--- src/rtl/axi_read_burst_dma.sv ---
// axi_read_burst_dma: AXI4 read-only burst DMA engine.
// Accepts a request (start address, beat count minus one), splits it into INCR bursts
// bounded by MAX_BURST and the address-space wrap, issues them one at a time on AR, and
// streams the R data through an internal FIFO to a valid/ready output tagged with last.
//
// Optional feature macro: AXI_READ_BURST_DMA_4K_SPLIT_EN -- when defined, bursts are also
// split so that none crosses a 4 KiB address boundary.
//
// Ports:
//   clk, reset                      clock, synchronous active-high reset
//   req_valid/req_ready             request handshake; req_addr start byte address,
//                                   req_len beat count minus one
//   busy                            engine active or FIFO holding data
//   err                             sticky error, cleared by reset or next request accept
//   axi_ar*                         AXI read address channel (master side)
//   axi_r*                          AXI read data channel (master side)
//   out_valid/out_ready             output stream handshake; out_data, out_last
module axi_read_burst_dma #(
    parameter int unsigned ADDR_W     = 16,
    parameter int unsigned DATA_W     = 8,
    parameter int unsigned ID_W       = 4,
    parameter int unsigned ID_VALUE   = 0,
    parameter int unsigned MAX_BURST  = 16,
    parameter int unsigned FIFO_DEPTH = 32
) (
    input  logic              clk,
    input  logic              reset,
    input  logic              req_valid,
    output logic              req_ready,
    input  logic [ADDR_W-1:0] req_addr,
    input  logic [15:0]       req_len,
    output logic              busy,
    output logic              err,
    output logic              axi_arvalid,
    input  logic              axi_arready,
    output logic [ID_W-1:0]   axi_arid,
    output logic [ADDR_W-1:0] axi_araddr,
    output logic [7:0]        axi_arlen,
    output logic [1:0]        axi_arsize,
    output logic [1:0]        axi_arburst,
    output logic [1:0]        axi_arlock,
    output logic [3:0]        axi_arcache,
    output logic [2:0]        axi_arprot,
    output logic [3:0]        axi_arqos,
    input  logic              axi_rvalid,
    output logic              axi_rready,
    input  logic [ID_W-1:0]   axi_rid,
    input  logic [DATA_W-1:0] axi_rdata,
    input  logic [1:0]        axi_rresp,
    input  logic              axi_rlast,
    output logic              out_valid,
    input  logic              out_ready,
    output logic [DATA_W-1:0] out_data,
    output logic              out_last
);
    localparam int unsigned BYTES = DATA_W / 8;
    localparam int unsigned SIZE  = $clog2(BYTES);
    localparam int unsigned PTR_W = $clog2(FIFO_DEPTH);
    localparam int unsigned CNT_W = $clog2(FIFO_DEPTH + 1);

    typedef enum logic [1:0] {StIdle, StCalc, StAddr, StData} state_e;

    state_e             state_q, state_d;
    logic [ADDR_W-1:0]  addr_q, addr_d;
    logic [16:0]        remaining_q, remaining_d;
    logic [8:0]         beats_left_q, beats_left_d;
    logic [ADDR_W-1:0]  araddr_q, araddr_d;
    logic [7:0]         arlen_q, arlen_d;
    logic               err_q, err_d;
    logic               req_ready_q, arvalid_q, rready_q;
    logic [PTR_W-1:0]   wr_ptr_q, wr_ptr_d, rd_ptr_q, rd_ptr_d;
    logic [CNT_W-1:0]   count_q, count_d;
    logic [DATA_W:0]    mem_q [FIFO_DEPTH];

    logic               push, push_last, pop, r_fire, last_beat;
    logic [31:0]        addr_ext, beat_idx, to_wrap, burst, free;
`ifdef AXI_READ_BURST_DMA_4K_SPLIT_EN
    logic [31:0]        to_4k;
`endif

    // Burst size for the current address: never past the remaining count, MAX_BURST, or
    // the top of the address space (wrap is treated as a boundary).
    always_comb begin
        addr_ext = 32'(addr_q);
        beat_idx = addr_ext >> SIZE;
        to_wrap  = (32'd1 << (ADDR_W - SIZE)) - beat_idx;
        burst    = 32'(remaining_q);
        if (burst > 32'(MAX_BURST)) burst = 32'(MAX_BURST);
        if (burst > to_wrap)        burst = to_wrap;
`ifdef AXI_READ_BURST_DMA_4K_SPLIT_EN
        to_4k = (32'd4096 - (addr_ext & 32'h0000_0FFF)) >> SIZE;
        if (burst > to_4k)          burst = to_4k;
`endif
        free = 32'(FIFO_DEPTH) - 32'(count_q);
    end

    always_comb begin
        state_d      = state_q;
        addr_d       = addr_q;
        remaining_d  = remaining_q;
        beats_left_d = beats_left_q;
        araddr_d     = araddr_q;
        arlen_d      = arlen_q;
        err_d        = err_q;
        push         = 1'b0;
        push_last    = 1'b0;
        r_fire       = axi_rvalid && rready_q;
        last_beat    = (beats_left_q == 9'd1);
        unique case (state_q)
            StIdle: begin
                if (req_valid && req_ready_q) begin
                    addr_d      = req_addr;
                    remaining_d = 17'(req_len) + 17'd1;
                    err_d       = 1'b0;
                    state_d     = StCalc;
                end
            end
            StCalc: begin
                // One burst in flight at a time and the previous one has fully landed by
                // now, so the only reservation needed is this burst's beats.
                if (burst <= free) begin
                    araddr_d     = addr_q;
                    arlen_d      = 8'(burst - 32'd1);
                    beats_left_d = 9'(burst);
                    state_d      = StAddr;
                end
            end
            StAddr: begin
                if (axi_arready) state_d = StData;
            end
            StData: begin
                if (r_fire) begin
                    push         = 1'b1;
                    push_last    = (remaining_q == 17'd1);
                    addr_d       = addr_q + ADDR_W'(BYTES);
                    remaining_d  = remaining_q - 17'd1;
                    beats_left_d = beats_left_q - 9'd1;
                    // rlast must coincide with our own beat count; bad beats still pass on.
                    if ((last_beat != axi_rlast) || (axi_rresp != 2'b00) ||
                        (axi_rid != ID_W'(ID_VALUE))) begin
                        err_d = 1'b1;
                    end
                    if (last_beat) state_d = (remaining_d == 17'd0) ? StIdle : StCalc;
                end
            end
            default: state_d = StIdle;
        endcase

        pop      = (count_q != '0) && out_ready;
        wr_ptr_d = wr_ptr_q + PTR_W'(push);
        rd_ptr_d = rd_ptr_q + PTR_W'(pop);
        count_d  = count_q + CNT_W'(push) - CNT_W'(pop);
    end

    always_ff @(posedge clk) begin
        if (reset) begin
            state_q      <= StIdle;
            addr_q       <= '0;
            remaining_q  <= '0;
            beats_left_q <= '0;
            araddr_q     <= '0;
            arlen_q      <= '0;
            err_q        <= 1'b0;
            req_ready_q  <= 1'b0;
            arvalid_q    <= 1'b0;
            rready_q     <= 1'b0;
            wr_ptr_q     <= '0;
            rd_ptr_q     <= '0;
            count_q      <= '0;
        end else begin
            state_q      <= state_d;
            addr_q       <= addr_d;
            remaining_q  <= remaining_d;
            beats_left_q <= beats_left_d;
            araddr_q     <= araddr_d;
            arlen_q      <= arlen_d;
            err_q        <= err_d;
            req_ready_q  <= (state_d == StIdle);
            arvalid_q    <= (state_d == StAddr);
            rready_q     <= (state_d == StData);
            wr_ptr_q     <= wr_ptr_d;
            rd_ptr_q     <= rd_ptr_d;
            count_q      <= count_d;
        end
    end

    always_ff @(posedge clk) begin
        if (push) mem_q[wr_ptr_q] <= {push_last, axi_rdata};
    end

    assign req_ready   = req_ready_q;
    assign busy        = (state_q != StIdle) || (count_q != '0);
    assign err         = err_q;
    assign axi_arvalid = arvalid_q;
    assign axi_arid    = ID_W'(ID_VALUE);
    assign axi_araddr  = araddr_q;
    assign axi_arlen   = arlen_q;
    assign axi_arsize  = 2'(SIZE);
    assign axi_arburst = 2'b01;
    assign axi_arlock  = 2'b00;
    assign axi_arcache = 4'b0000;
    assign axi_arprot  = 3'b000;
    assign axi_arqos   = 4'b0000;
    assign axi_rready  = rready_q;
    assign out_valid   = (count_q != '0);
    assign out_data    = mem_q[rd_ptr_q][DATA_W-1:0];
    assign out_last    = out_valid && mem_q[rd_ptr_q][DATA_W];

endmodule

--- config.mk ---
export PLATFORM = sky130hd
export DESIGN_NAME = axi_read_burst_dma
export DESIGN_NICKNAME = d
export VERILOG_FILES = /design/src/rtl/axi_read_burst_dma.sv
export SDC_FILE = /design/constraint.sdc
export NUM_CORES = 1
export LEC_CHECK = 0
export CAP_MARGIN = 20
export CELL_PAD_IN_SITES_DETAIL_PLACEMENT = 2
export CELL_PAD_IN_SITES_GLOBAL_PLACEMENT = 2
export CORE_MARGIN = 2
export CORE_UTILIZATION = 42
export CTS_BUF_LIST = sky130_fd_sc_hd__clkbuf_4 sky130_fd_sc_hd__clkbuf_8 sky130_fd_sc_hd__clkbuf_16
export DETAILED_ROUTE_END_ITERATION = 8
export HOLD_SLACK_MARGIN = 0.15
export PLACE_DENSITY_LB_ADDON = 0.1
export SLEW_MARGIN = 20
export SYNTH_ARGS = -nofsm -noshare
export SYNTH_HDL_FRONTEND = slang
export SYNTH_SLANG_ARGS = --single-unit
--- constraint.sdc ---
create_clock -name clk -period 5.7 [get_ports clk]
set_input_delay 0.57 -clock clk [delete_from_list [all_inputs] [get_ports clk]]
set_output_delay 0.57 -clock clk [all_outputs]
set_load 0.02 [all_outputs]
==> flow_summary_export.csv <==
group,metric,value,unit
yosys,synth.distinct_cells,72,
routing,avgViaCountPerCell,5.89,
floorplanning,rows,74,
power_and_ir_drop,powerDensity,510,nW/µm²
yosys,synth_area,17500,µm²
global_routing,grt_start_max_net_pins,72,
timing,fmax,0.186,GHz
yosys,ys_seq_area_share,59.5,%
setup_path,end_kind,"register",
timing,fin_crit,5.37,ns
routing,drtPass1Iterations,5,
setup_path,r2r-start,"remaining_q[8]",
yosys,syn_area_per_cell,13.5,µm²
cells_and_area,final_cell_area,20800,µm²
timing,fin_skew,0.0181,ns
clocking,postCtsHoldBufs,0,
cells_and_area,num-fill-cells,3829,
global_routing,antenna_found_initial,3,
yosys,netlist_instances,1294,
floorplanning,die_w,208,µm
setup_path,cp-endpoint,"beats_left_q[4]",
yosys,ys.flop_type,"edfxtp_1",
routing,drc_errors,0,
setup_path,crit_path_start,"remaining_q[8]",
hold_path,whs_path_depth,1,
cells_and_area,layout.nets,1535,
clocking,numCtsBuffers,41,
timing,worstMarginPinSlew,1.14,ns
floorplanning,initial_utilization,42.7,%
yosys,synth_top_area_share,49.4,%
floorplanning,core,41000,µm²
setup_path,cp_data_arrival_time,5.83,ns
yosys,synth_edf_count,288,
setup_path,crit_type,"register to register",
global_routing,track_usage,27.0,%
clocking,cts-htree-levels,2,
floorplanning,die_h,208,µm
global_routing,grt_pass1_vias,12900,
power_and_ir_drop,leakagePower,7.31,nW
yosys,synth-seq-cells,376,
setup_path,critPathLaunchType,"register",
clocking,cts.reportedPaths.clkPinSlew,0.07,ns
global_routing,grt_remaining_overflow,0,
setup_path,r2r-end,"beats_left_q[4]",
routing,drt_iter0_drc,691,
placed_design,io_buffers,91,
power_and_ir_drop,peakVddDrop,0.227,mV
placed_design,gp_routability_congestion,0.827,
yosys,ys_async_sr_fraction,0,%
yosys,synth_most_common_cell,"edfxtp_1",
floorplanning,dieArea,43300,µm²
setup_path,rrSetupSlack,0.33,ns
yosys,synth_area_leader_cell,"edfxtp_1",
clocking,cts_tree,"done",
status,outcome,"completed",
timing,maxSlewHeadroom,24.2,%
floorplanning,pin_count,113,
routing,wire_per_inst,29.6,µm
placed_design,dp_hpwl,37000,µm
routing,ant_nets,0,
routing,wl,58900,µm
setup_path,critPathMaxFanout,10,
clocking,root_buffer,"clkbuf_16",
cells_and_area,layout-drive-gt1-share,18.4,%
routing,via_count,11700,
cells_and_area,fin_util,50.7,%
timing,finalSetupViolations,0,
yosys,synth_area_leaders,"edfxtp_1 (49%), mux4_2 (12%), dfxtp_1 (10%)",
run,cap_violations,0,
setup_path,worst-r2r-cell-count,22,
setup_path,critPathRequiredTime,6.17,ns
global_routing,grt_first_pass_wirelength,86500,µm
timing,hold_viol_final,0,
placed_design,placed_area,19100,µm²
clocking,cts.sinks,376,
timing,post-route-period-util,94.1,%
yosys,yosys_warnings,0,
cells_and_area,area_delta_synth_final,18.8,%
timing,final-max-slew-violation-count,0,
clocking,clk_path_buf_depth,3,
clocking,insertion_delay,0.57,ns
yosys,ys_top_cells_by_count,"edfxtp_1 (288), nor2_1 (165), mux4_2 (90)",
hold_path,hold_class,"input pin to register",
[worst min path at each step]
stage                    startpoint               to  slack [ns]
CTS                           reset       state_q[0]        0.45
finish                 axi_rdata[1]     mem_q[16][1]        0.26
global route           axi_rdata[1]     mem_q[18][1]        0.25
floorplan           remaining_q[13]  remaining_q[13]        0.46
global placement     axi_araddr[11]   axi_araddr[11]        0.48
detailed placement    axi_araddr[9]    axi_araddr[9]        0.49
[registers in the layout (all words and copies together), names as in the netlist, 2 cells and up]
signal and cells:
mem_q 288, remaining_q 17, addr_q 16, axi_araddr 16, beats_left_q 9, axi_arlen 8
count_q 6, rd_ptr_q 5, wr_ptr_q 5, state_q 2
[critical path, cell delays in order (launching register included)]
cell and delay (ns):
dfxtp_1 0.35, or3_4 0.40, or3_1 0.51, nor3_4 0.32, inv_1 0.12, ha_1 0.30, nand4_1 0.12, or3_1 0.35
a21oi_2 0.19, o31ai_4 0.10, buf_4 0.20, nor2_1 0.14, ha_1 0.28, a21oi_1 0.17, o21ai_1 0.12, a2111oi_2 0.38
a211oi_2 0.13, o211ai_2 0.22, buf_4 0.21, a21oi_2 0.08, buf_4 0.17, or2_1 0.27, o32ai_1 0.14
[where the power goes]
part / leakage [nW] / switching, mW / internal [mW]
combinational: 3.16 / 2.39 / 1.86
clock: 0.753 / 1.20 / 1.83
sequential: 3.39 / 0.253 / 3.07
[cell type report]
class / instances / area (µm²) / area share (%)
tap: 532 / 666 / 3.20
sequential: 376 / 10400 / 50.1
clock buffer: 57 / 1230 / 5.92
multi-input combinational: 830 / 6760 / 32.5
clock inverter: 19 / 278 / 1.34
timing repair buffer: 147 / 1340 / 6.44
inverter: 26 / 97.6 / 0.469
antenna: 1 / 2.50 / 0.0120
[placed cells by master, fill, tap and decap left out, types with 17 or more instances in the layout]
master | Yosys | layout
inv_1 | 24 | 24
nor2_1 | 165 | 160
nor3_1 | 18 | 17
clkbuf_16 | 0 | 43
o21ai_0 | 33 | 33
ha_1 | 59 | 59
dfxtp_1 | 88 | 86
clkdlybuf4s50_1 | 0 | 82
nand2_1 | 64 | 63
xor2_1 | 30 | 30
conb_1 | 2 | 34
edfxtp_1 | 288 | 288
xnor2_1 | 24 | 24
a21oi_1 | 71 | 69
nand3_1 | 32 | 31
buf_4 | 21 | 53
mux2i_1 | 27 | 27
mux4_2 | 90 | 90
[routing by layer]
metal	global-route usage [%]	wire length [µm]	part of all wire, %	up-vias
met5	0	13	0.022	-
met4	8.86	2020	3.4	2
met3	4.38	2750	4.7	105
met2	49.1	30900	52	349
met1	32.8	23300	39	6142
li1	-	-	-	5102
[cells by family after synthesis]
family	share of synthesized area (%)
compound gates	6.13
simple gates	10.5
mux	13.7
buf+inv	3.12
fa+ha+maj	4.33
xor+xnor	2.70
other cells	0.0429
flops	59.5
[timing repair]
item / 4_1_cts / 5_1_grt
resized for setup: 4 / 12
endpoints found under the setup margin: 33 / 34
buffers inserted: 3 / 7
endpoints found under the hold margin: 0 / 0
pin swaps: 1 / 7
[per-stage QoR]
step / TNS [ns] / setup WS [ns] / std cells / total power [mW] / hold WS [ns]
after detailed placement: -1.27 / -0.173 / 1899 / 7.29 / 0.491
after floorplan: 0 / 0.528 / 1326 / 5.90 / 0.458
final: 0 / 0.335 / 1988 / 10.6 / 0.260
after global placement: 0 / 0.105 / 1899 / 7.10 / 0.479
after CTS: 0 / 0.000418 / 1978 / 10.5 / 0.451
after global routing: -0.0144 / -0.0144 / 1988 / 11.2 / 0.246
No activity file was read; power rests on OpenSTA's default activity.
